[src/rtl/io_read_port_fifo_if.sv]
// Read-port bundle between the producer/predication side (master) and the I/O read FIFO (slave).
// The master drives the push handshake and io_rden; the slave returns flags, occupancy and the popped word.
interface io_read_port_fifo_if #(
   parameter int WORD_WIDTH = 36,
   parameter int ADDR_WIDTH = 2
);
   logic                  in_valid;
   logic                  in_ready;
   logic [WORD_WIDTH-1:0] in_data;
   logic                  io_rden;
   logic                  read_EF;
   logic [WORD_WIDTH-1:0] read_data;
   logic [ADDR_WIDTH:0]   level;
   logic                  underflow;

   modport master (
      output in_valid, in_data, io_rden,
      input  in_ready, read_EF, read_data, level, underflow
   );

   modport slave (
      input  in_valid, in_data, io_rden,
      output in_ready, read_EF, read_data, level, underflow
   );
endinterface

[src/rtl/io_read_port_fifo.sv]
// Per-port I/O read FIFO: push visible one edge later, pop lands on read_data after the io_rden edge; in_ready drops only when full.
// Optional sticky empty-pop flag under macro IO_READ_PORT_UNDERFLOW_EN (otherwise underflow is tied low).
module io_read_port_fifo #(
   parameter int WORD_WIDTH = 36,
   parameter int DEPTH      = 4,
   parameter int ADDR_WIDTH = 2
) (
   input  logic                 clock,
   input  logic                 reset_n,
   io_read_port_fifo_if.slave   port
);

   localparam logic [ADDR_WIDTH:0] FULL_LEVEL = (ADDR_WIDTH+1)'(DEPTH);

   logic [WORD_WIDTH-1:0] mem [DEPTH];
   logic [ADDR_WIDTH-1:0] wp;
   logic [ADDR_WIDTH-1:0] rp;
   logic [ADDR_WIDTH:0]   level_q;
   logic [WORD_WIDTH-1:0] read_data_q;
   logic                  in_ready;
   logic                  push;
   logic                  pop;

   // Both flags come from the registered count only, so a full FIFO refuses a push even while popping.
   assign in_ready = (level_q != FULL_LEVEL);
   assign push     = port.in_valid && in_ready;
   assign pop      = port.io_rden && (level_q != '0);

   always_ff @(posedge clock) begin
      if (push) begin
         mem[wp] <= port.in_data;
      end
   end

   always_ff @(posedge clock or negedge reset_n) begin
      if (!reset_n) begin
         wp          <= '0;
         rp          <= '0;
         level_q     <= '0;
         read_data_q <= '0;
      end else begin
         if (push) begin
            wp <= wp + 1'b1;
         end
         if (pop) begin
            rp          <= rp + 1'b1;
            read_data_q <= mem[rp];
         end
         case ({push, pop})
            2'b10:   level_q <= level_q + 1'b1;
            2'b01:   level_q <= level_q - 1'b1;
            default: level_q <= level_q;
         endcase
      end
   end

`ifdef IO_READ_PORT_UNDERFLOW_EN
   logic underflow_q;

   always_ff @(posedge clock or negedge reset_n) begin
      if (!reset_n) begin
         underflow_q <= 1'b0;
      end else if (port.io_rden && (level_q == '0)) begin
         underflow_q <= 1'b1;
      end
   end

   assign port.underflow = underflow_q;
`else
   assign port.underflow = 1'b0;
`endif

   assign port.in_ready  = in_ready;
   assign port.read_EF   = (level_q != '0);
   assign port.read_data = read_data_q;
   assign port.level     = level_q;

endmodule

[src/flat_wrapper.sv]
// flat-port wrapper written by rule: the top's interface ports become plain ports
module io_read_port_fifo_flat 
#(
   parameter int WORD_WIDTH = 36,
   parameter int DEPTH      = 4,
   parameter int ADDR_WIDTH = 2
)
  (clock, reset_n, port_in_valid, port_in_data, port_io_rden, port_in_ready, port_read_EF, port_read_data, port_level, port_underflow);
  io_read_port_fifo_if #(.WORD_WIDTH(WORD_WIDTH), .ADDR_WIDTH(ADDR_WIDTH)) port_i ();
  input  logic clock;
  input  logic reset_n;
  input wire logic [$bits(port_i.in_valid)-1:0] port_in_valid;
  input wire logic [$bits(port_i.in_data)-1:0] port_in_data;
  input wire logic [$bits(port_i.io_rden)-1:0] port_io_rden;
  output wire logic [$bits(port_i.in_ready)-1:0] port_in_ready;
  output wire logic [$bits(port_i.read_EF)-1:0] port_read_EF;
  output wire logic [$bits(port_i.read_data)-1:0] port_read_data;
  output wire logic [$bits(port_i.level)-1:0] port_level;
  output wire logic [$bits(port_i.underflow)-1:0] port_underflow;
  assign port_i.in_valid = port_in_valid;
  assign port_i.in_data = port_in_data;
  assign port_i.io_rden = port_io_rden;
  assign port_in_ready = port_i.in_ready;
  assign port_read_EF = port_i.read_EF;
  assign port_read_data = port_i.read_data;
  assign port_level = port_i.level;
  assign port_underflow = port_i.underflow;
  io_read_port_fifo #(.WORD_WIDTH(WORD_WIDTH), .DEPTH(DEPTH), .ADDR_WIDTH(ADDR_WIDTH)) u_core (.clock(clock), .reset_n(reset_n), .port(port_i));
endmodule
[config.mk]
export PLATFORM = sky130hd
export DESIGN_NAME = io_read_port_fifo_flat
export DESIGN_NICKNAME = d
export VERILOG_FILES = /design/src/rtl/io_read_port_fifo_if.sv /design/src/rtl/io_read_port_fifo.sv /design/src/flat_wrapper.sv
export SDC_FILE = /design/constraint.sdc
export NUM_CORES = 1
export LEC_CHECK = 0
export ABC_AREA = 1
export BUFFER_PORTS_ARGS = -buffer_cell sky130_fd_sc_hd__buf_2
export CAP_MARGIN = 10
export CORE_MARGIN = 1
export CORE_UTILIZATION = 53
export CTS_CLUSTER_DIAMETER = 120
export DETAILED_ROUTE_END_ITERATION = 6
export GPL_TIMING_DRIVEN = 0
export PLACE_DENSITY = 0.76
export SETUP_SLACK_MARGIN = 0.1
export SYNTH_ARGS = -nofsm -noshare
export SYNTH_HDL_FRONTEND = slang
export SYNTH_SLANG_ARGS = --single-unit
export TNS_END_PERCENT = 30
[constraint.sdc]
create_clock -name clock -period 2.7 [get_ports clock]
set_input_delay 0.27 -clock clock [delete_from_list [all_inputs] [get_ports clock]]
set_output_delay 0.27 -clock clock [all_outputs]
set_load 0.02 [all_outputs]
==> impl_summary.md <==
Clock tree
The post-cts gate resize count is 0. In this run, CTS created clock tree buffers numbering 17. The worst-case clock buffer depth is 2.

In this run the post-CTS setup repair buffer count came out at 0. The CTS root buffer is clkbuf_16. After clock tree synthesis, the clock-pin slew on the worst setup and hold paths is roughly 0.07 ns. The clock reaches the later pin of the worst-skew pair after 0.43 ns. The CTS tree is done. Buffers inserted to repair hold after CTS numbered 0.

The clock sink total is 187. In this run the number of H-tree levels came out at 4.

Routing
The detail route stage leaves a number of antenna-violating nets equal to 0. Dividing the detail-routed via count by the number of cells gives around 4.9. The total routed wirelength is 15.80 mm. The total number of vias is 5205. The number of DRC violations after detailed-routing iteration 0 is between 300 and 400.

After detailed routing, the number of remaining DRC violations is 1. Dividing the detail-routed wire length by the instance count gives 14.80 microns. Before antenna repair, the detailed router went through 7 iterations.

Run status
The checks that failed: design-rule violations. The run finished, with violations left.

Floorplan
The height of the die is about 120 microns. The boundary pin count is between 80 and 90. The initial utilization of the core area, before any placement, comes to between 50% and 60%.

The die covers between 0.015 and 0.02 sq mm. The x dimension of the die is ~120 microns. The floorplan step defined a core boundary enclosing roughly 0.015 sq mm.

The cell row count is between 40 and 50.

Timing
Setup violations remaining at the end of the flow were counted as 0. Once routing completed, OpenROAD measured the worst setup slack at just over 0.6 ns. The setup TNS after final layout is 0 ns. Setup repair after global routing left no endpoint under its margin. The fraction of the cycle the final worst path needs is 77.26%.

The hold violation total from the final report is 0. The clock period could shrink to between 2 and 2.5 ns. The number of pins with negative max-slew slack in the final report is 0.

The setup skew after layout is between 0.008 and 0.009 ns. The remaining max-slew budget at the tightest pin is around a third. Timing would allow up to approximately 480 MHz. For the pin with the worst max-slew slack, the measured transition is ~1.0 ns. Hold is met by between 0.015 and 0.02 ns.

Layout
After routing the design area is 0.009254 sq mm. The number of antenna diodes is 0. The count of nets after finishing is approximately 900.

In the final layout, the share of cells above drive strength 1 is about 18%. The area growth from synthesis to final layout is 17.60%. After filler insertion, the fill cell instance count of the layout stands at 1144.

Power and ir drop
Of the total power, combinational logic draws between 30% and 40%. Net switching is a little over a third of the power. Registers are responsible for between 30% and 40% of the overall power. IR analysis of the VDD net gives a maximum drop of approximately 0.65 mV.

The switching power summed over all nets is between 3 and 4 mW. Dividing total power by cell area gives a power density of around 1100 mW/mm^2. The clock network burns between 20% and 30% of the power. The internal power summed over all cells is 6.664 mW.

In this run the static leakage power is about 4.5 nW.

Logic synthesis
edfxtp_1 takes more of the synthesized area than any other cell. The synthesized cell area is 0.007869 sq mm. Synthesis inferred ~190 register bits. The number of warnings reported in the yosys synthesis log is 0. The number of nets in the synthesized netlist is about 800.

In the post-synthesis netlist, the biggest area contributors are edfxtp_1 55%, nand2_1 14%, dfrtp_1 14%, inv_1 7.4%, nand3_1 4.7%. Synthesis produced a netlist whose cell count is 767. A synthesized cell averages between 10 and 15 sq um. The fraction of the yosys area taken by sequential cells is around 69%.

The distinct cell type count of the synthesized netlist is 22. The top cell type by area accounts for a little over half of the synthesized area.

Worst setup path
In this run the worst path has a maximum fanout of 10. The type of destination of the critical path is a flip-flop. The worst endpoint data arrival time is ~2.4 ns.

The setup check on the worst reg-to-reg path leaves a slack of roughly 0.61 ns. Data on the critical path is required at its endpoint by 3.05 ns. The launching element type of the critical path is a flip-flop. The critical path class is flip-flop to flip-flop.

GRT
The via count of the first global-routing pass was a little over 5000. The wire length of the first global-routing pass is 24.70 mm. The number of antenna violations at the first check in global routing is 0. Entering global routing, the biggest net connects between 40 and 50 pins. The leftover overflow at the end of global routing is 0. The overall fraction of global-route tracks in use is 22.40%.

Placement
The total placed instance area is between 0.008 and 0.009 sq mm. The placed wire-length estimate is about 10 mm. At the end of routability-driven placement, the weighted congestion stood at between 0.7 and 0.8.

Prior to clock tree synthesis, the placed netlist has a worst setup slack of about 0.63 ns. Port buffering added 80 buffers.

Hold path
The worst min-delay path category is input port to asynchronous set/reset pin.

Flow run
The max-capacitance violation count is 0.
## cell type report
class,count,area (sq um),area share [%]
Sequential cell,187,5400,58.36
Inverter,159,599.3,6.476
Clock buffer,18,429.2,4.638
Clock inverter,14,192.7,2.082
Buffer,30,206.4,2.231
Multi-Input combinational cell,391,1693,18.29
Timing Repair Buffer,84,503.0,5.435
Tap cell,184,230.2,2.488
## power groups by stage
stage	Clock [mW]	Sequential (mW)	Combinational (mW)
2_1_floorplan	0	4.57	2.09
3_3_place_gp	0	4.25	3.47
3_5_place_dp	0	4.23	3.70
4_1_cts	2.61	4.17	3.73
5_1_grt	2.72	4.25	4.15
6_report	2.59	4.17	3.69
## worst paths after layout
| path | from | end | cells after the start |
|---|---|---|---|
| min in group clock | port_in_data[4] | u_core.mem[2][4] | 1 |
| min reg2reg | u_core.port.read_data[0] | u_core.port.read_data[0] | 2 |
| min | reset_n | u_core.port.read_data[2] | 1 |
| max in group asynchronous | reset_n | u_core.port.read_data[29] | 1 |
| max | u_core.port.level[0] | u_core.port.level[2] | 12 |
| max reg2reg | u_core.port.level[0] | u_core.port.level[2] | 12 |
## registers in the layout (all words and copies together) (netlist names)
register and cells:
u_core.rp 2, u_core.port.read_data 36, u_core.mem 144, u_core.wp 2, u_core.port.level 3
## Yosys cell counts
cell type    n
ha_1         5
nand3_1     74
xor2_1       3
conb_1       1
nor2_1       4
inv_1      156
buf_4       14
nand2_1    295
buf_8        1
buf_2       12
nand2_4      1
inv_4        1
o21ai_0      2
edfxtp_1   144
nor2_2       1
buf_1        1
dfrtp_1     43
nand2_2      2
xnor2_1      2
fa_1         1
inv_2        2
buf_6        2
## cell families (layout without fill, tap and decap cells)
kind of cell / Yosys count / in the layout / synth area share [%]
other: 1 / 1 / 0.04766
adder cells (fa/ha/maj): 6 / 6 / 1.049
buffers and inverters: 189 / 305 / 10.24
AND/OR/NAND/NOR: 377 / 377 / 19.35
XOR/XNOR: 5 / 5 / 0.5566
AO/OA/AOI/OAI: 2 / 2 / 0.1272
flip-flops: 187 / 187 / 68.63
## stage by stage
step / utilization, % / cells / power [mW]
after detailed placement: 59.39 / 1035 / 7.925
after CTS: 63.67 / 1067 / 10.51
final: 63.67 / 1067 / 10.45
after global routing: 63.67 / 1067 / 11.12
after global placement: 58.48 / 1031 / 7.722
after floorplan: - / 767 / 6.663
## critical path, cell delays in order, from the launching register on
cell	delay [ns]
dfrtp_1	0.42
nor2_2	0.07
nand2_2	0.11
nand2_4	0.08
inv_4	0.12
buf_4	0.21
ha_1	0.18
inv_1	0.06
fa_1	0.38
inv_1	0.07
nand2_1	0.05
nand3_1	0.08
xor2_1	0.18
## metal layers
layer | up-vias | part of all wire, % | track usage [%]
li1 | 2568 | - | -
met1 | 2468 | 40 | 27.03
met2 | 145 | 52 | 37.81
met3 | 24 | 6.4 | 5.586
met4 | 0 | 1.7 | 10.32
met5 | - | 0 | 0
## placed cells by master, fill, tap and decap left out, types with 5 or more instances in the layout
master	Yosys	final
clkbuf_16	0	17
nand2_1	295	295
buf_2	12	92
edfxtp_1	144	144
inv_1	156	156
ha_1	5	5
nand3_1	74	74
dfrtp_1	43	43
buf_4	14	14
(Power assumes the default switching activity.)
